File: config.mk
export PLATFORM = sky130hd
export DESIGN_NAME = mem_access_stage_flat
export DESIGN_NICKNAME = d
export VERILOG_FILES = /design/src/rtl/mem_access_stage_if.sv /design/src/rtl/mem_access_stage.sv /design/src/flat_wrapper.sv
export SDC_FILE = /design/constraint.sdc
export NUM_CORES = 1
export LEC_CHECK = 0
export CAP_MARGIN = 20
export CORE_ASPECT_RATIO = 2
export CORE_UTILIZATION = 49
export CTS_BUF_LIST = sky130_fd_sc_hd__clkbuf_8 sky130_fd_sc_hd__clkbuf_16
export DETAILED_ROUTE_END_ITERATION = 8
export PLACE_DENSITY = 0.94
export SLEW_MARGIN = 20
export SYNTH_ARGS = -nofsm -noshare
export SYNTH_HDL_FRONTEND = slang
export SYNTH_SLANG_ARGS = --single-unit
export TNS_END_PERCENT = 50
File: constraint.sdc
create_clock -name clk -period 5.2 [get_ports clk]
set_input_delay 1.04 -clock clk [delete_from_list [all_inputs] [get_ports clk]]
set_output_delay 1.04 -clock clk [all_outputs]
set_load 0.05 [all_outputs]
File: src/rtl/mem_access_stage_if.sv
// Memory-side bus of the memory-access stage: registered request, one-cycle
// ready pulse with read data in the same cycle.
interface mem_access_stage_if #(
  parameter int ADDR_W = 16,
  parameter int DATA_W = 16
) ();
  logic              req;
  logic              we;
  logic [ADDR_W-1:0] addr;
  logic [DATA_W-1:0] wdata;
  logic              ready;
  logic [DATA_W-1:0] rdata;

  modport master (output req, we, addr, wdata, input  ready, rdata);
  modport slave  (input  req, we, addr, wdata, output ready, rdata);
endinterface

File: src/rtl/mem_access_stage.sv
// Memory-access pipeline stage: ALU ops pass through in one cycle, loads and
// stores hold execute in BUSY until mem.ready or a bounded timeout abort.
module mem_access_stage #(
  parameter int                DATA_W   = 16,
  parameter int                ADDR_W   = 16,
  parameter int                REG_W    = 5,
  parameter int                CTRL_W   = 4,
  parameter logic [CTRL_W-1:0] LOAD_OP  = CTRL_W'(4'b1100),
  parameter logic [CTRL_W-1:0] STORE_OP = CTRL_W'(4'b1110),
  parameter int                TIMEOUT  = 64
) (
  input  logic              clk,
  input  logic              rst_n,
  input  logic              i_valid_ex,
  input  logic [CTRL_W-1:0] i_control_ex,
  input  logic [DATA_W-1:0] i_result_ex,
  input  logic [DATA_W-1:0] i_reg_data_ex,
  input  logic [REG_W-1:0]  i_dest_reg_index_ex,
  input  logic              i_dest_reg_write_en_ex,
  output logic              o_stall_ma,
  mem_access_stage_if.master mem,
  output logic              o_valid_ma,
  output logic [CTRL_W-1:0] o_control_ma,
  output logic [DATA_W-1:0] o_result_ma,
  output logic [DATA_W-1:0] o_data_ma,
  output logic [REG_W-1:0]  o_dest_reg_index_ma,
  output logic              o_dest_reg_write_en_ma,
  output logic              o_err_ma
);
  // TIMEOUT = 0 still needs a 1-bit counter; the abort compare is disabled.
  localparam int              CNT_W    = (TIMEOUT > 0) ? $clog2(TIMEOUT + 1) : 1;
  localparam logic [CNT_W-1:0] CNT_LAST = (TIMEOUT > 0) ? CNT_W'(TIMEOUT - 1) : '0;
  localparam logic [CNT_W-1:0] CNT_MAX  = '1;
  localparam bit               TO_EN    = (TIMEOUT > 0);

  typedef enum logic {IDLE, BUSY} state_t;

  typedef struct packed {
    logic [CTRL_W-1:0] ctrl;
    logic [DATA_W-1:0] res;
    logic [REG_W-1:0]  idx;
    logic              wen;
    logic              is_load;
  } hold_t;

  state_t          r_state;
  hold_t           r_hold;
  logic [CNT_W-1:0] r_cnt;

  logic w_is_load, w_is_store, w_is_mem, w_timeout;

  assign w_is_load  = (i_control_ex == LOAD_OP);
  assign w_is_store = (i_control_ex == STORE_OP);
  assign w_is_mem   = w_is_load | w_is_store;
  assign w_timeout  = TO_EN && (r_cnt == CNT_LAST);
  assign o_stall_ma = (r_state == BUSY);

  always_ff @(posedge clk or negedge rst_n) begin
    if (!rst_n) begin
      r_state                <= IDLE;
      r_hold                 <= '0;
      r_cnt                  <= '0;
      mem.req                <= 1'b0;
      mem.we                 <= 1'b0;
      mem.addr               <= '0;
      mem.wdata              <= '0;
      o_valid_ma             <= 1'b0;
      o_control_ma           <= '0;
      o_result_ma            <= '0;
      o_data_ma              <= '0;
      o_dest_reg_index_ma    <= '0;
      o_dest_reg_write_en_ma <= 1'b0;
      o_err_ma               <= 1'b0;
    end else begin
      case (r_state)
        IDLE: begin
          if (!i_valid_ex) begin
            o_valid_ma <= 1'b0;
          end else if (w_is_mem) begin
            r_hold    <= '{ctrl: i_control_ex, res: i_result_ex, idx: i_dest_reg_index_ex,
                           wen: i_dest_reg_write_en_ex, is_load: w_is_load};
            mem.req   <= 1'b1;
            mem.we    <= w_is_store;
            mem.addr  <= i_result_ex[ADDR_W-1:0];
            mem.wdata <= w_is_store ? i_reg_data_ex : '0;
            o_valid_ma <= 1'b0;
            r_cnt     <= '0;
            r_state   <= BUSY;
          end else begin
            o_valid_ma             <= 1'b1;
            o_control_ma           <= i_control_ex;
            o_result_ma            <= i_result_ex;
            o_dest_reg_index_ma    <= i_dest_reg_index_ex;
            o_dest_reg_write_en_ma <= i_dest_reg_write_en_ex;
            o_data_ma              <= '0;
            o_err_ma               <= 1'b0;
          end
        end
        BUSY: begin
          // Ready has priority over a coinciding timeout.
          if (mem.ready || w_timeout) begin
            mem.req                <= 1'b0;
            mem.we                 <= 1'b0;
            r_state                <= IDLE;
            o_valid_ma             <= 1'b1;
            o_control_ma           <= r_hold.ctrl;
            o_result_ma            <= r_hold.res;
            o_dest_reg_index_ma    <= r_hold.idx;
            o_dest_reg_write_en_ma <= mem.ready ? r_hold.wen : 1'b0;
            o_data_ma              <= (mem.ready && r_hold.is_load) ? mem.rdata : '0;
            o_err_ma               <= !mem.ready;
          end else begin
            o_valid_ma <= 1'b0;
            if (r_cnt != CNT_MAX) r_cnt <= r_cnt + 1'b1;
          end
        end
        default: r_state <= IDLE;
      endcase
    end
  end
endmodule

File: src/flat_wrapper.sv
// flat-port wrapper written by rule: the top's interface ports become plain ports
module mem_access_stage_flat 
#(
  parameter int                DATA_W   = 16,
  parameter int                ADDR_W   = 16,
  parameter int                REG_W    = 5,
  parameter int                CTRL_W   = 4,
  parameter logic [CTRL_W-1:0] LOAD_OP  = CTRL_W'(4'b1100),
  parameter logic [CTRL_W-1:0] STORE_OP = CTRL_W'(4'b1110),
  parameter int                TIMEOUT  = 64
)
  (clk, rst_n, i_valid_ex, i_control_ex, i_result_ex, i_reg_data_ex, i_dest_reg_index_ex, i_dest_reg_write_en_ex, o_stall_ma, o_valid_ma, o_control_ma, o_result_ma, o_data_ma, o_dest_reg_index_ma, o_dest_reg_write_en_ma, o_err_ma, mem_req, mem_we, mem_addr, mem_wdata, mem_ready, mem_rdata);
  mem_access_stage_if #(.ADDR_W(ADDR_W), .DATA_W(DATA_W)) mem_i ();
  input  logic clk;
  input  logic rst_n;
  input  logic i_valid_ex;
  input  logic [CTRL_W-1:0] i_control_ex;
  input  logic [DATA_W-1:0] i_result_ex;
  input  logic [DATA_W-1:0] i_reg_data_ex;
  input  logic [REG_W-1:0] i_dest_reg_index_ex;
  input  logic i_dest_reg_write_en_ex;
  output logic o_stall_ma;
  output logic o_valid_ma;
  output logic [CTRL_W-1:0] o_control_ma;
  output logic [DATA_W-1:0] o_result_ma;
  output logic [DATA_W-1:0] o_data_ma;
  output logic [REG_W-1:0] o_dest_reg_index_ma;
  output logic o_dest_reg_write_en_ma;
  output logic o_err_ma;
  output wire logic [$bits(mem_i.req)-1:0] mem_req;
  output wire logic [$bits(mem_i.we)-1:0] mem_we;
  output wire logic [$bits(mem_i.addr)-1:0] mem_addr;
  output wire logic [$bits(mem_i.wdata)-1:0] mem_wdata;
  input wire logic [$bits(mem_i.ready)-1:0] mem_ready;
  input wire logic [$bits(mem_i.rdata)-1:0] mem_rdata;
  assign mem_req = mem_i.req;
  assign mem_we = mem_i.we;
  assign mem_addr = mem_i.addr;
  assign mem_wdata = mem_i.wdata;
  assign mem_i.ready = mem_ready;
  assign mem_i.rdata = mem_rdata;
  mem_access_stage #(.DATA_W(DATA_W), .ADDR_W(ADDR_W), .REG_W(REG_W), .CTRL_W(CTRL_W), .LOAD_OP(LOAD_OP), .STORE_OP(STORE_OP), .TIMEOUT(TIMEOUT)) u_core (.clk(clk), .rst_n(rst_n), .i_valid_ex(i_valid_ex), .i_control_ex(i_control_ex), .i_result_ex(i_result_ex), .i_reg_data_ex(i_reg_data_ex), .i_dest_reg_index_ex(i_dest_reg_index_ex), .i_dest_reg_write_en_ex(i_dest_reg_write_en_ex), .o_stall_ma(o_stall_ma), .mem(mem_i), .o_valid_ma(o_valid_ma), .o_control_ma(o_control_ma), .o_result_ma(o_result_ma), .o_data_ma(o_data_ma), .o_dest_reg_index_ma(o_dest_reg_index_ma), .o_dest_reg_write_en_ma(o_dest_reg_write_en_ma), .o_err_ma(o_err_ma));
endmodule
==> After elaboration in Yosys (flattened, before gate mapping) <==
Index checks and enable logic that the tools add are counted.
{ "word_totals": {"register_bits": 97} }
{ "op_classes": {"eq_ne": 10, "n_addsub": 1, "reduce_logical": 7, "bitwise_logic": 2, "mux": 47} }
{ "ops": {"columns": ["op", "count"], "rows": [
  ["16-bit 2-to-1 mux", 8],
  ["16-bit case mux with 2 select lines", 2],
  ["7-bit 2-to-1 mux", 4],
  ["1-bit 2-to-1 mux", 18],
  ["5-bit 2-to-1 mux", 3],
  ["7-bit case mux with 2 select lines", 1],
  ["4-bit 2-to-1 mux", 3],
  ["1-bit case mux with 2 select lines", 6],
  ["2-bit != test, second input constant", 5],
  ["5-bit case mux with 2 select lines", 1],
  ["3-bit AND reduction", 3],
  ["4-bit == test, second input constant", 2],
  ["4-bit case mux with 2 select lines", 1],
  ["7-bit by 1-bit adder with 7-bit output, second input constant", 1],
  ["7-bit by 6-bit == test with 1-bit output, second input constant", 1],
  ["7-bit != test, second input constant", 1],
  ["4-bit AND reduction", 1],
  ["2-bit by 1-bit != test with 1-bit output, second input constant", 1],
  ["1-bit logical AND", 1],
  ["1-bit logical NOT", 1],
  ["1-bit logical OR", 1],
  ["1-bit inverter", 1],
  ["1-bit bitwise OR", 1]
]} }

==> Logic depth before layout (Yosys ltp) <==
Gate-level depths: netlist (run 1).
{ "depth": {"word_depth": 5, "ltp_mapped": 7} }

==> Worst setup path after synthesis (run 1) <==
OpenSTA, ideal clock, no wires.
{ "synth_path": {"path_type": "input to register", "startpoint": "input port i_control_ex[0]", "endpoint": "register u_core.r_cnt[5]", "n_path_buf": 2, "slack_ns": 2.959, "setup_time_ns": 0.122, "path_stages": 5, "arrival_ns": 2.119, "cell_sequence": "nand4b_1 > or2_2 > clkbuf_1 > clkbuf_1 > a32o_1"} }
{ "synth_via": {"elab_chain_len": 4} }
{ "synth_lines": {"columns": ["element", "line_no", "rtl"], "rows": [
  ["start: declaration", "flat_wrapper.sv:17", "input logic [CTRL_W-1:0] i_control_ex;"],
  ["4-bit == test (on tied branches)", "mem_access_stage.sv:52, mem_access_stage.sv:53", null],
  ["1-bit bitwise OR (*)", "mem_access_stage.sv:54", "assign w_is_mem = w_is_load | w_is_store;"],
  ["2-bit by 1-bit != test with 1-bit output (no source line) (*)", null, null],
  ["4-bit AND reduction (no source line) (*)", null, null],
  ["end signal: assignment", "mem_access_stage.sv:114", "if (r_cnt != CNT_MAX) r_cnt <= r_cnt + 1'b1;"],
  ["end: declaration", "mem_access_stage.sv:48", "logic [CNT_W-1:0] r_cnt;"]
]} }
Mark *: on every way between the ends. The rest lies on a longest branch, timed or not.
A chain may end at the register's enable or synchronous reset.

==> Final worst setup path (run 1) <==
{ "layout_path": {"startpoint": "register u_core.r_state, in the netlist u_core.o_stall_ma", "endpoint": "output port o_stall_ma"} }
{ "layout_rtl": {"columns": ["element", "line_no", "rtl"], "rows": [
  ["start: declaration", "mem_access_stage.sv:46", "state_t r_state;"],
  ["start signal: assignment", "mem_access_stage.sv:60", "r_state <= IDLE;"],
  ["start signal: assignment", "mem_access_stage.sv:88", "r_state <= BUSY;"],
  ["start signal: assignment", "mem_access_stage.sv:104", "r_state <= IDLE;"],
  ["end: declaration", "flat_wrapper.sv:22", "output logic o_stall_ma;"]
]} }
No word-level cell between the ends.

==> reports/metrics.sh, run 1 <==
REPORT.FINAL.SETUP_VIOL=0
DIE_W_UM=66.89
RESULT_OF_THE_RUN='complete, no violations'
SYNTH_TOP_CELL_BY_AREA='sky130_fd_sc_hd__dfrtp_1'
FLOORPLAN.DIE_AREA_MM2=0.008815
WORSTPATHARRIVAL_NS=2.34
CRIT_CELLS=1
CLK_PATH_BUF_DEPTH=2
SYN-INSTANCE-COUNT=404
FINALCRITPERIODSHARE_PCT=64.98
CRIT_BUF_INV=1
FINAL.MIN_CLOCK_PERIOD_NS=3.379
POST-SYNTH-TOP-AREA-FRACTION_PCT=58.82
CTS_MADE_BUFFERS=9
TRACK_USAGE_PCT=25.73
CP-END-KIND='output pin'
CRITICAL_PATH.CELL_CHAIN='clkdlybuf4s50_1'
TIMING.RR.START='u_core.o_stall_ma$_DFF_PN0_'
CRITICAL_PATH.STARTPOINT_TYPE='register'
CTS.REPAIR_TIMING.SETUP_BUFFER_COUNT=0
CTS_HOLD_BUF=0
ROUTE.ANTENNA.REMAINING_NETS=0
FINAL_NETS=577
CTS_HTREE_LEVELS=3
RSZ0062_AT_GRT='no'
SLEW_HEADROOM_PCT=32.80
TIMING_HOLD_VIOLATIONS_FINAL=0
CTS_TREE='yes'
FINALWIRELENGTH_UM=10520
SYN_TO_FINAL_GROWTH_PCT=38.84
SYNTH_MUX_AREA_SHARE_PCT=6.307
CRITICAL-PATH-MAX-STAGE-DELAY_NS=1.03
PLACEMENT_ROWS=47
INITIAL_CORE_UTIL_PCT=50.12
MAXIMUM_NUMBER_OF_PINS_ON_ONE_NET_BEFORE_GLOBAL_ROUTE_REPAIR=59
AVGVIACOUNTPERCELL=5.512
FIN_SKEW_NS=0.005824
CRITICAL_PATH_REQUIRED_NS=4.16
CTS.REPORTEDPATHS.CLKPINSLEW_NS=0.06
VDD_DROP_MAX_uV=264.4
TIMING.HOLD.WORST_ENDPOINT='u_core.mem.wdata[8]$_DFFE_PN0P_'
YOSYS-TOP-CELLS-AREA='sky130_fd_sc_hd__dfrtp_1 59%, sky130_fd_sc_hd__nand2_1 9.5%, sky130_fd_sc_hd__o21ai_0 6.7%, sky130_fd_sc_hd__mux2i_1 6.3%, sky130_fd_sc_hd__a22o_1 3.4%'
MIN_DELAY_PATH_DEPTH=2
WORST_PATH_DOMINANT_CELL_FAMILY='flip-flops'
CRITICAL_PATH_CLASS='register to output pin'
YS.WARNINGS.COUNT=0
CAP_VIOL_MAX_COUNT=0
MIN-DELAY-PATH-CLASS='register to register'
CLOCK_SINKS=97
AREA_OF_THE_MAPPED_NETLIST_MM2=0.004126
FINALNONFILLERCELLS=617
WORSTHOLDSTART='u_core.mem.wdata[8]$_DFFE_PN0P_'
SIMPLE_GATE_AREA_SHARE_OF_THE_YOSYS_NETLIST_PCT=14.92
LEAKAGE_nW=2.581
FP.COREAREA_MM2=0.008233
MAPPED_NETS=467
PATH_MAX_FANOUT=38
SYNTHESIZED_AREA_FRACTION_OCCUPIED_BY_AO_OA_AOI_AND_OAI_CELLS_PCT=12.89
PLACE.GP.CONGESTION=0.8882
DP.CELLS=601
POWER_DENSITY_mW_PER_MM2=402.5
DOMINANT_COMBINATIONAL_CELL_FAMILY_BY_AREA_AFTER_SYNTHESIS='simple AND/OR/NAND/NOR gates'
TIMING.SETUP.TNS_NS=0
FF2FF_PATH_DEPTH=4
NUM-FILL-CELLS=581
MAXSLEWVIOLCOUNT=0
GRT_REMAINING_OVERFLOW=0
BOUNDARY_PINS=141
POSTSYNTHAREAPERCELL_UM2=10.21
REGTOREGSETUPSLACK_NS=2.21
GRT_PASS1_WL_UM=16840
SYNTHADDERAREAFRAC_PCT=0.3032
FIN_TOTAL_PWR_mW=2.306
UTIL_AFTER_LAYOUT_PCT=69.59
SYNTH.FF_LATCH_COUNT=97
R2R_END='u_core.o_dest_reg_index_ma[1]$_DFFE_PN0P_'
POSTLAYOUTCELLAREA_MM2=0.005729
CRITICAL_PATH.SLOWEST_CELL='sky130_fd_sc_hd__dfrtp_2'
SHARE_OF_CELLS_ABOVE_DRIVE_STRENGTH_1_PCT=4.440
PORT-BUFFER-COUNT=140
MAX_SLEW.WORST_PIN.SLEW_NS=1.008
ROUTE.DETAILED.DRC=0
DETAILEDROUTE.FIRSTITERATIONVIOLATIONS=246
SYNTH_SEQUENTIAL_AREA_RATIO_PCT=58.82
INSERTION_DELAY_NS=0.34
SYNTH.LIB_CELLS_USED.DISTINCT=34
CTS_REPAIR_RESIZE_COUNT=0
YOSYS.AREA_SHARE.XOR_XNOR_PCT=0
ROUTED_WIRE_LENGTH_PER_INSTANCE_UM=17.05
ANTENNA_VIOLATIONS_BEFORE_REPAIR=1
CLOCK_TREE.ROOT_CELL='sky130_fd_sc_hd__clkbuf_16'
VIAS=3401
DRT_PASS1_ITERATIONS=4
ACHIEVABLE-FREQUENCY_MHz=296.0
DIE_H_UM=131.8
VIA_COUNT_OF_THE_FIRST_GLOBAL_ROUTING_PASS=3451
PLACE_AREA_MM2=0.005415
HPWLAFTERDP_UM=7299
==> cells in the final DEF (no fill, tap or decap), drive strengths merged, types with 2 or more instances in the layout <==
cell type,count
clkdlybuf4s50,139
nand2,104
dfrtp,97
o21ai,58
mux2i,26
nand3,19
a22o,16
clkbuf,10
inv,7
nor2,5
nand2b,4
o211ai,3
o31ai,3
buf,3
a21oi,3
or2,2
nor2b,2
and2,2
bufinv,2
nand4,2
==> metal layers <==
| metal | GRT usage (%) | part of all wire (%) | up-vias |
|---|---|---|---|
| met2 | 41.53 | 53 | 151 |
| met1 | 29.88 | 36 | 1640 |
| met3 | 5.363 | 5.9 | 37 |
| met4 | 16.78 | 6.0 | 0 |
| li1 | - | - | 1573 |
| met5 | 0 | 0 | - |
==> worst reg2reg max path: stages (launching register included) <==
cell	delay (ns)
sky130_fd_sc_hd__dfrtp_2	1.03
sky130_fd_sc_hd__nor2b_1	0.39
sky130_fd_sc_hd__o21a_2	0.47
sky130_fd_sc_hd__or2_2	0.70
sky130_fd_sc_hd__o21ai_0	0.23
==> sequential cells by signal (all words and copies together), names as in the netlist, 4 cells and up <==
| signal | count |
|---|---|
| u_core.mem.wdata | 16 |
| u_core.o_control_ma | 4 |
| u_core.o_data_ma | 16 |
| u_core.o_dest_reg_index_ma | 5 |
| u_core.o_result_ma | 16 |
| u_core.r_cnt | 7 |
| u_core.r_hold | 27 |
==> report_power, final <==
part / leakage [nW] / internal (mW) / switching, mW
logic: 1.18 / 0.235 / 0.451
registers: 1.24 / 0.857 / 0.0736
clock network: 0.161 / 0.427 / 0.263
total: 2.58 / 1.52 / 0.787
==> synthesized netlist by cell type <==
library cell	n
sky130_fd_sc_hd__or4_1	1
sky130_fd_sc_hd__buf_2	1
sky130_fd_sc_hd__nor2_1	5
sky130_fd_sc_hd__a21oi_1	3
sky130_fd_sc_hd__o211ai_1	3
sky130_fd_sc_hd__nand2b_1	4
sky130_fd_sc_hd__buf_1	2
sky130_fd_sc_hd__o21a_2	1
sky130_fd_sc_hd__or2_1	1
sky130_fd_sc_hd__o21ai_1	3
sky130_fd_sc_hd__nand3_1	19
sky130_fd_sc_hd__mux2i_1	26
sky130_fd_sc_hd__o31ai_1	3
sky130_fd_sc_hd__a22o_1	16
sky130_fd_sc_hd__nor2b_1	2
sky130_fd_sc_hd__nand4b_1	1
sky130_fd_sc_hd__or2_2	1
sky130_fd_sc_hd__o32ai_1	1
sky130_fd_sc_hd__o21ai_0	55
sky130_fd_sc_hd__nand4_1	1
sky130_fd_sc_hd__and2_1	2
sky130_fd_sc_hd__nand4_2	1
sky130_fd_sc_hd__nand3b_1	1
sky130_fd_sc_hd__a21o_1	1
sky130_fd_sc_hd__and3_1	1
sky130_fd_sc_hd__a31oi_1	1
sky130_fd_sc_hd__buf_6	5
sky130_fd_sc_hd__ha_1	1
sky130_fd_sc_hd__dfrtp_1	97
sky130_fd_sc_hd__buf_4	16
sky130_fd_sc_hd__nand2_1	104
sky130_fd_sc_hd__a32o_1	1
sky130_fd_sc_hd__inv_1	5
sky130_fd_sc_hd__clkbuf_1	19
==> per-stage QoR <==
step | hold slack, ns | setup slack [ns]
after floorplan | 0.4344 | 2.959
final | 0.4628 | 1.821
after global routing | 0.4871 | 1.739
after detailed placement | 0.4547 | 1.769
after CTS | 0.4681 | 1.812
after global placement | 0.4493 | 1.496
==> kinds of logic (layout without fill, tap and decap cells) <==
logic type | after synthesis | after routing
simple gates | 144 | 144
flops | 97 | 97
compound gates | 88 | 88
buf+inv | 48 | 162
mux | 26 | 26
fa+ha+maj | 1 | 1
other cells | 0 | 1
==> final cells by class <==
type / count / area [um2] / area share, %
antenna: 1 / 2.502 / 0.04368
sequential: 97 / 2429 / 42.39
tap: 98 / 122.6 / 2.140
multi-input combinational: 259 / 1431 / 24.98
clock buffer: 10 / 239.0 / 4.171
clock inverter: 5 / 72.57 / 1.267
inverter: 5 / 18.77 / 0.3276
timing repair buffer: 142 / 1414 / 24.68
==> worst max-delay path by stage <==
stage | startpoint | end | slack [ns]
after detailed placement | mem_ready | u_core.o_result_ma[3]$_DFFE_PN0P_ | 1.77
after global placement | mem_ready | u_core.o_result_ma[12]$_DFFE_PN0P_ | 1.50
after global routing | u_core.o_stall_ma$_DFF_PN0_ | o_stall_ma | 1.74
after floorplan | i_control_ex[0] | u_core.r_cnt[5]$_DFFE_PN0P_ | 2.96
final | u_core.o_stall_ma$_DFF_PN0_ | o_stall_ma | 1.82
after CTS | u_core.o_stall_ma$_DFF_PN0_ | o_stall_ma | 1.81
Note: power is estimated with default switching activity, not from simulation.
==> inputs of run 2 (changes only) <==
- CORE_UTILIZATION: 49 -> 41
- PLACE_DENSITY: 0.94 -> 0.85
- clock period: 5.2 -> 3.1 ns (I/O delays scaled with it)
==> reports/metrics.sh, run 2 (synthesis results as in run 1) <==
UTIL_AFTER_LAYOUT_PCT=59.35  # was 69.59%
AVGVIACOUNTPERCELL=5.140  # was 5.512
INITIAL_CORE_UTIL_PCT=42.27  # was 50.12%
REPORT.FINAL.SETUP_VIOL=0  # unchanged
TIMING.SETUP.TNS_NS=0  # unchanged
GRT_REMAINING_OVERFLOW=0  # unchanged
DIE_H_UM=143.9  # was 131.8 um
FP.COREAREA_MM2=0.009763  # was 0.008233 mm2
TIMING_HOLD_VIOLATIONS_FINAL=0  # unchanged
FINALCRITPERIODSHARE_PCT=81.61
MAXIMUM_NUMBER_OF_PINS_ON_ONE_NET_BEFORE_GLOBAL_ROUTE_REPAIR=81  # was 59
SLEW_HEADROOM_PCT=39.46  # was 32.80%
CRITICAL_PATH_REQUIRED_NS=2.48  # was 4.16 ns
POWER_DENSITY_mW_PER_MM2=659.5  # was 402.5 mW/mm2
ROUTED_WIRE_LENGTH_PER_INSTANCE_UM=16.42  # was 17.05 um
CRIT_BUF_INV=1  # unchanged
FIN_SKEW_NS=0.006073  # was 0.005824 ns
GLOBAL_ROUTE.PEAK_USAGE_LAYER='met2'  # unchanged
MAXSLEWVIOLCOUNT=0  # unchanged
CRITICAL_PATH.CELL_CHAIN='clkdlybuf4s50_1'  # unchanged
FINALWIRELENGTH_UM=10770  # was 10520 um
CRIT_START='u_core.o_stall_ma$_DFF_PN0_'  # unchanged
SHARE_OF_CELLS_ABOVE_DRIVE_STRENGTH_1_PCT=5.534  # was 4.440%
MIN-DELAY-PATH-CLASS='primary input to asynchronous set/reset pin'  # was register to register
VIAS=3372  # was 3401
TIMING.HOLD.WS_NS=0.2972  # was 0.4628 ns
NUM-FILL-CELLS=810  # was 581
FIN_TOTAL_PWR_mW=3.821  # was 2.306 mW
VIA_COUNT_OF_THE_FIRST_GLOBAL_ROUTING_PASS=3557  # was 3451
RESULT_OF_THE_RUN='complete, no violations'  # unchanged
CTS_TREE='yes'  # unchanged
ANTENNA_VIOLATIONS_BEFORE_REPAIR=0  # was 1
CRITICAL_PATH.STARTPOINT_TYPE='register'  # unchanged
PATH_MAX_FANOUT=17  # was 38
INSERTION_DELAY_NS=0.34  # about the same
CTS_MADE_BUFFERS=9  # unchanged
PRECTSSETUPSLACK_NS=0.4644  # was 1.769 ns
MOSTFREQUENTLAYOUTCELLS='139 x sky130_fd_sc_hd__clkdlybuf4s50_1, 104 x sky130_fd_sc_hd__nand2_1, 96 x sky130_fd_sc_hd__dfrtp_1'  # unchanged
FINAL_NETS=582  # was 577
SYN_TO_FINAL_GROWTH_PCT=40.42  # was 38.84%
CAP_VIOL_MAX_COUNT=0  # unchanged
CLK_PATH_BUF_DEPTH=2  # unchanged
DIE_W_UM=72.94  # was 66.89 um
DIODES=0  # was 1
LARGEST_REGISTER='u_core.r_hold'  # unchanged
GR-USAGE-MET2_PCT=38.66  # was 41.53%
TIMING.RR.START='u_core.o_stall_ma$_DFF_PN0_'  # unchanged
GRT_PASS1_WL_UM=17080  # was 16840 um
CP-END-KIND='output pin'  # unchanged
TRACK_USAGE_PCT=21.58  # was 25.73%
FINAL.MIN_CLOCK_PERIOD_NS=2.530
DETAILEDROUTE.FIRSTITERATIONVIOLATIONS=196  # was 246
WORSTPATHARRIVAL_NS=1.91  # was 2.34 ns
RSZ0062_AT_GRT='no'  # unchanged
CRITICAL_PATH.SLOWEST_CELL='sky130_fd_sc_hd__clkdlybuf4s50_1'  # was sky130_fd_sc_hd__dfrtp_2
CLOCK_TREE.ROOT_CELL='sky130_fd_sc_hd__clkbuf_16'  # unchanged
REGTOREGSETUPSLACK_NS=1.09  # was 2.21 ns
ROUTE.ANTENNA.REMAINING_NETS=0  # unchanged
PORT-BUFFER-COUNT=140  # unchanged
PLACEMENT_ROWS=51  # was 47
FF2FF_PATH_DEPTH=3  # was 4
CTS_HTREE_LEVELS=3  # unchanged
WORST_PATH_DOMINANT_CELL_FAMILY='buffers and inverters'  # was flip-flops
BOUNDARY_PINS=141  # unchanged
LARGEST_REGISTER_FFS=27  # unchanged
CTS_REPAIR_RESIZE_COUNT=0  # unchanged
GRT_UTIL_MET3_PCT=4.278  # was 5.363%
ROUTE.DETAILED.DRC=0  # unchanged
CTS.REPORTEDPATHS.CLKPINSLEW_NS=0.07  # was 0.06 ns
R2R_END='u_core.o_data_ma[15]$_DFFE_PN0P_'  # was u_core.o_dest_reg_index_ma[1]$_DFFE_PN0P_
HPWLAFTERDP_UM=7556  # was 7299 um
CRITICAL-PATH-MAX-STAGE-DELAY_NS=0.90  # was 1.03 ns
CRITICAL_PATH_CLASS='register to output pin'  # unchanged
PLACE.GP.CONGESTION=0.8063  # was 0.8882
FLOORPLAN.DIE_AREA_MM2=0.01049  # was 0.008815 mm2
VDD_DROP_MAX_uV=490.6  # was 264.4 uV
MAX_SLEW.WORST_PIN.SLEW_NS=0.9082  # was 1.008 ns
LEAKAGE_nW=2.585  # was 2.581 nW
GRT.MET1_USAGE_PCT=23.39  # was 29.88%
CTS.REPAIR_TIMING.SETUP_BUFFER_COUNT=0  # unchanged
MOST_COMMON_CELL_AFTER_LAYOUT_FILL_AND_TAPS_ASIDE='sky130_fd_sc_hd__clkdlybuf4s50_1'  # unchanged
CTS_HOLD_BUF=0  # unchanged
WORST_SLACK_NS=0.5700  # was 1.821 ns
CLOCK_SINKS=97  # unchanged
ACHIEVABLE-FREQUENCY_MHz=395.3
DRT_PASS1_ITERATIONS=4  # unchanged
## run 2: cell type report
type | count | area, um2 | share of cell area, %
clock buffer | 9 | 225.2 | 3.887
tap | 132 | 165.2 | 2.850
clock inverter | 7 | 70.07 | 1.209
inverter | 5 | 18.77 | 0.3239
sequential | 97 | 2429 | 41.91
timing repair buffer | 147 | 1455 | 25.11
multi-input combinational | 259 | 1431 | 24.70
## run 2: through the flow
| stage | cell area (um2) | instances |
|---|---|---|
| final | 5794 | 656 |
| after global routing | 5794 | 656 |
| after CTS | 5791 | 656 |
| after detailed placement | 5495 | 640 |
| after global placement | 5495 | 640 |
| after floorplan | 4126 | 404 |
## run 2: metal layers
| metal | routed length [um] | part of all wire, % |
|---|---|---|
| met1 | 3916 | 36 |
| met2 | 5880 | 55 |
| met3 | 549 | 5.1 |
| met4 | 424 | 3.9 |
| met5 | 0 | 0 |
## run 2: worst max-delay path by stage
stage                                             to  slack (ns)  cells past startpoint
detailed placement       u_core.r_cnt[5]$_DFFE_PN0P_        0.46                      4
CTS                                       o_stall_ma        0.54                      1
global placement         u_core.r_cnt[5]$_DFFE_PN0P_        0.52                      4
floorplan           u_core.o_data_ma[10]$_DFFE_PN0P_        1.17                      7
finish                                    o_stall_ma        0.57                      1
global route                              o_stall_ma        0.51                      1
## run 2: power breakdown
part           total [mW]  switching, mW  leakage (nW)  internal [mW]
clock                1.10          0.480         0.139          0.624
combinational        1.16          0.761          1.20          0.399
sequential           1.56          0.121          1.24           1.44
==> inputs of run 3 (changes only) <==
- clock period: 3.1 -> 2.15 ns (I/O delays scaled with it)
==> reports/metrics.sh, run 3 (synthesis results as in run 1) <==
RESULT_OF_THE_RUN='complete, no violations'  # unchanged
ROUTED_WIRE_LENGTH_PER_INSTANCE_UM=16.03  # was 16.42 um
RSZ0062_AT_GRT='no'  # unchanged
DIODES=0  # unchanged
CRITICAL_PATH.CELL_CHAIN='clkdlybuf4s50_1'  # unchanged
TIMING.HOLD.WS_NS=0.07326  # was 0.2972 ns
CP-END-KIND='output pin'  # unchanged
REPORT.FINAL.SETUP_VIOL=0  # unchanged
MAX_SLEW.WORST_PIN.SLEW_NS=0.5976  # was 0.9082 ns
SYN_TO_FINAL_GROWTH_PCT=44.33  # was 40.42%
DIE_W_UM=72.94  # unchanged
SHARE_OF_CELLS_ABOVE_DRIVE_STRENGTH_1_PCT=8.194  # was 5.534%
GRT_REMAINING_OVERFLOW=0  # unchanged
NUM-FILL-CELLS=803  # was 810
MAXSLEWVIOLCOUNT=0  # unchanged
COMB_POWER_SHARE_PCT=29.8  # was 30.3%
PLACE.GP.CONGESTION=0.8590  # was 0.8063
PWR-SHARE-SEQ_PCT=39.4  # was 40.8%
DRT_PASS1_ITERATIONS=4  # unchanged
TIMING.SETUP.TNS_NS=0  # unchanged
CTS_TREE='yes'  # unchanged
CTS_HOLD_BUF=0  # unchanged
BOUNDARY_PINS=141  # unchanged
PLACEMENT_ROWS=51  # unchanged
VIA_COUNT_OF_THE_FIRST_GLOBAL_ROUTING_PASS=3427  # was 3557
VDD_DROP_MAX_uV=667.0  # was 490.6 uV
CRITICAL_PATH.SLOWEST_CELL='sky130_fd_sc_hd__clkdlybuf4s50_1'  # unchanged
VIAS=3423  # was 3372
ACHIEVABLE-FREQUENCY_MHz=499.5
SWSHARE_PCT=33.73  # was 35.64%
WORST_SLACK_NS=0.1480  # was 0.5700 ns
CAP_VIOL_MAX_COUNT=0  # unchanged
FINALCRITPERIODSHARE_PCT=93.12
CLOCK_SINKS=97  # unchanged
CTS_HTREE_LEVELS=3  # unchanged
CLOCKPOWERSHARE_PCT=30.8  # was 28.9%
ROUTE.ANTENNA.REMAINING_NETS=0  # unchanged
CRITICAL-PATH-MAX-STAGE-DELAY_NS=0.83  # was 0.90 ns
FINAL_NETS=595  # was 582
SEQUENTIAL_CELL_AREA_MM2=0.002429  # unchanged
DETAILEDROUTE.FIRSTITERATIONVIOLATIONS=204  # was 196
CLOCK_TREE.ROOT_CELL='sky130_fd_sc_hd__clkbuf_16'  # unchanged
ANTENNA_VIOLATIONS_BEFORE_REPAIR=0  # unchanged
GR-USAGE-MET2_PCT=37.53  # was 38.66%
PRECTSSETUPSLACK_NS=0.1632  # was 0.4644 ns
FP.COREAREA_MM2=0.009763  # unchanged
GRT.MET1_USAGE_PCT=24.93  # was 23.39%
INITIAL_CORE_UTIL_PCT=42.27  # unchanged
CTS.REPORTEDPATHS.CLKPINSLEW_NS=0.06  # was 0.07 ns
LEAKAGE_nW=2.683  # was 2.585 nW
CTS_REPAIR_RESIZE_COUNT=0  # unchanged
DIE_H_UM=143.9  # unchanged
MOST_COMMON_CELL_AFTER_LAYOUT_FILL_AND_TAPS_ASIDE='sky130_fd_sc_hd__clkdlybuf4s50_1'  # unchanged
FIN_SKEW_NS=0.005107  # was 0.006073 ns
MIN-DELAY-PATH-CLASS='primary input to asynchronous set/reset pin'  # unchanged
FINALWIRELENGTH_UM=10720  # was 10770 um
SLEW_HEADROOM_PCT=60.16  # was 39.46%
CLK_PATH_BUF_DEPTH=2  # unchanged
MOSTFREQUENTLAYOUTCELLS='138 x sky130_fd_sc_hd__clkdlybuf4s50_1, 104 x sky130_fd_sc_hd__nand2_1, 96 x sky130_fd_sc_hd__dfrtp_1'  # was 139 x sky130_fd_sc_hd__clkdlybuf4s50_1, 104 x sky130_fd_sc_hd__nand2_1, 96 x sky130_fd_sc_hd__dfrtp_1
GRT_UTIL_MET3_PCT=4.208  # was 4.278%
CRIT_BUF_INV=1  # unchanged
CTS.REPAIR_TIMING.SETUP_BUFFER_COUNT=0  # unchanged
FINAL.MIN_CLOCK_PERIOD_NS=2.002
FLOORPLAN.DIE_AREA_MM2=0.01049  # unchanged
MAXIMUM_NUMBER_OF_PINS_ON_ONE_NET_BEFORE_GLOBAL_ROUTE_REPAIR=45  # was 81
WORST_PATH_DOMINANT_CELL_FAMILY='buffers and inverters'  # unchanged
POSTLAYOUTCELLAREA_MM2=0.005956  # was 0.005794 mm2
LARGEST_REGISTER_FFS=27  # unchanged
GRT_PASS1_WL_UM=16860  # was 17080 um
ROUTE.DETAILED.DRC=0  # unchanged
LARGEST_REGISTER='u_core.r_hold'  # unchanged
AVGVIACOUNTPERCELL=5.117  # was 5.140
INSERTION_DELAY_NS=0.34  # about the same
TRACK_USAGE_PCT=21.47  # was 21.58%
WORSTPATHARRIVAL_NS=1.57  # was 1.91 ns
POWER_DENSITY_mW_PER_MM2=957.6  # was 659.5 mW/mm2
HPWLAFTERDP_UM=7940  # was 7556 um
CRITICAL_PATH.STARTPOINT_TYPE='register'  # unchanged
NETSWITCHINGPOWER_mW=1.924  # was 1.362 mW
CTS_MADE_BUFFERS=9  # unchanged
PATH_MAX_FANOUT=3  # was 17
CRITICAL_PATH_CLASS='register to output pin'  # unchanged
POWER_REPORT.INTERNAL_TOTAL_mW=3.779  # was 2.459 mW
TIMING_HOLD_VIOLATIONS_FINAL=0  # unchanged
PLACE_AREA_MM2=0.005615  # was 0.005495 mm2
GLOBAL_ROUTE.PEAK_USAGE_LAYER='met2'  # unchanged
PORT-BUFFER-COUNT=140  # unchanged
CRITICAL_PATH_REQUIRED_NS=1.72  # was 2.48 ns
MULTIINPUTGATEAREA_MM2=0.001431  # unchanged
## run 3: cell count changes in the layout (fill, tap and decap cells not counted), sizes merged
cell / delta
clkdlybuf4s50: -1
clkinvlp: -3
bufinv: +1
clkinv: +1
clkbuf: +3
inv: -2
buf: +14
## run 3: stage by stage
step | power (mW) | util (%) | cells
5_1_grt | 5.941 | 61.00 | 669
2_1_floorplan | 3.348 | - | 404
4_1_cts | 5.754 | 61.00 | 669
3_3_place_gp | 3.934 | 57.52 | 653
3_5_place_dp | 3.984 | 57.52 | 653
6_report | 5.703 | 61.00 | 669
## run 3: final timing paths
| path | end | depth (start not counted) | start | slack (ns) |
|---|---|---|---|---|
| max reg2reg | u_core.o_result_ma[15]$_DFFE_PN0P_ | 6 | u_core.r_cnt[0]$_DFFE_PN0P_ | 0.34 |
| max | mem_addr[4] | 1 | u_core.r_hold[11]$_DFFE_PN0P_ | 0.15 |
| min | u_core.mem.wdata[8]$_DFFE_PN0P_ | 1 | rst_n | 0.07 |
| min in group clk | u_core.mem.wdata[14]$_DFFE_PN0P_ | 2 | u_core.mem.wdata[14]$_DFFE_PN0P_ | 0.47 |
| min reg2reg | u_core.mem.wdata[14]$_DFFE_PN0P_ | 2 | u_core.mem.wdata[14]$_DFFE_PN0P_ | 0.47 |
| max in group asynchronous | u_core.r_hold[21]$_DFFE_PN0P_ | 2 | rst_n | 1.41 |
## run 3: power groups by stage
stage | Sequential (mW) | Clock [mW] | Combinational, mW
after detailed placement | 2.28 | 0 | 1.71
after global routing | 2.27 | 1.88 | 1.79
after global placement | 2.26 | 0 | 1.68
final | 2.25 | 1.76 | 1.70
after floorplan | 2.74 | 0 | 0.604
after CTS | 2.24 | 1.80 | 1.71
## run 3: area by class of cell
class | instances | share of cell area [%]
inverter | 5 | 0.3151
timing repair buffer | 160 | 26.39
multi-input combinational | 259 | 24.03
sequential | 97 | 40.78
clock inverter | 4 | 1.239
clock buffer | 12 | 4.475
tap | 132 | 2.773
## run 3: routing by layer
| metal | vias to the layer above | part of all wire (%) | wire length [um] |
|---|---|---|---|
| li1 | 1608 | - | - |
| met1 | 1685 | 37 | 3991 |
| met2 | 113 | 56 | 6045 |
| met3 | 17 | 4.0 | 425 |
| met4 | 0 | 2.4 | 261 |
| met5 | - | 0 | 0 |
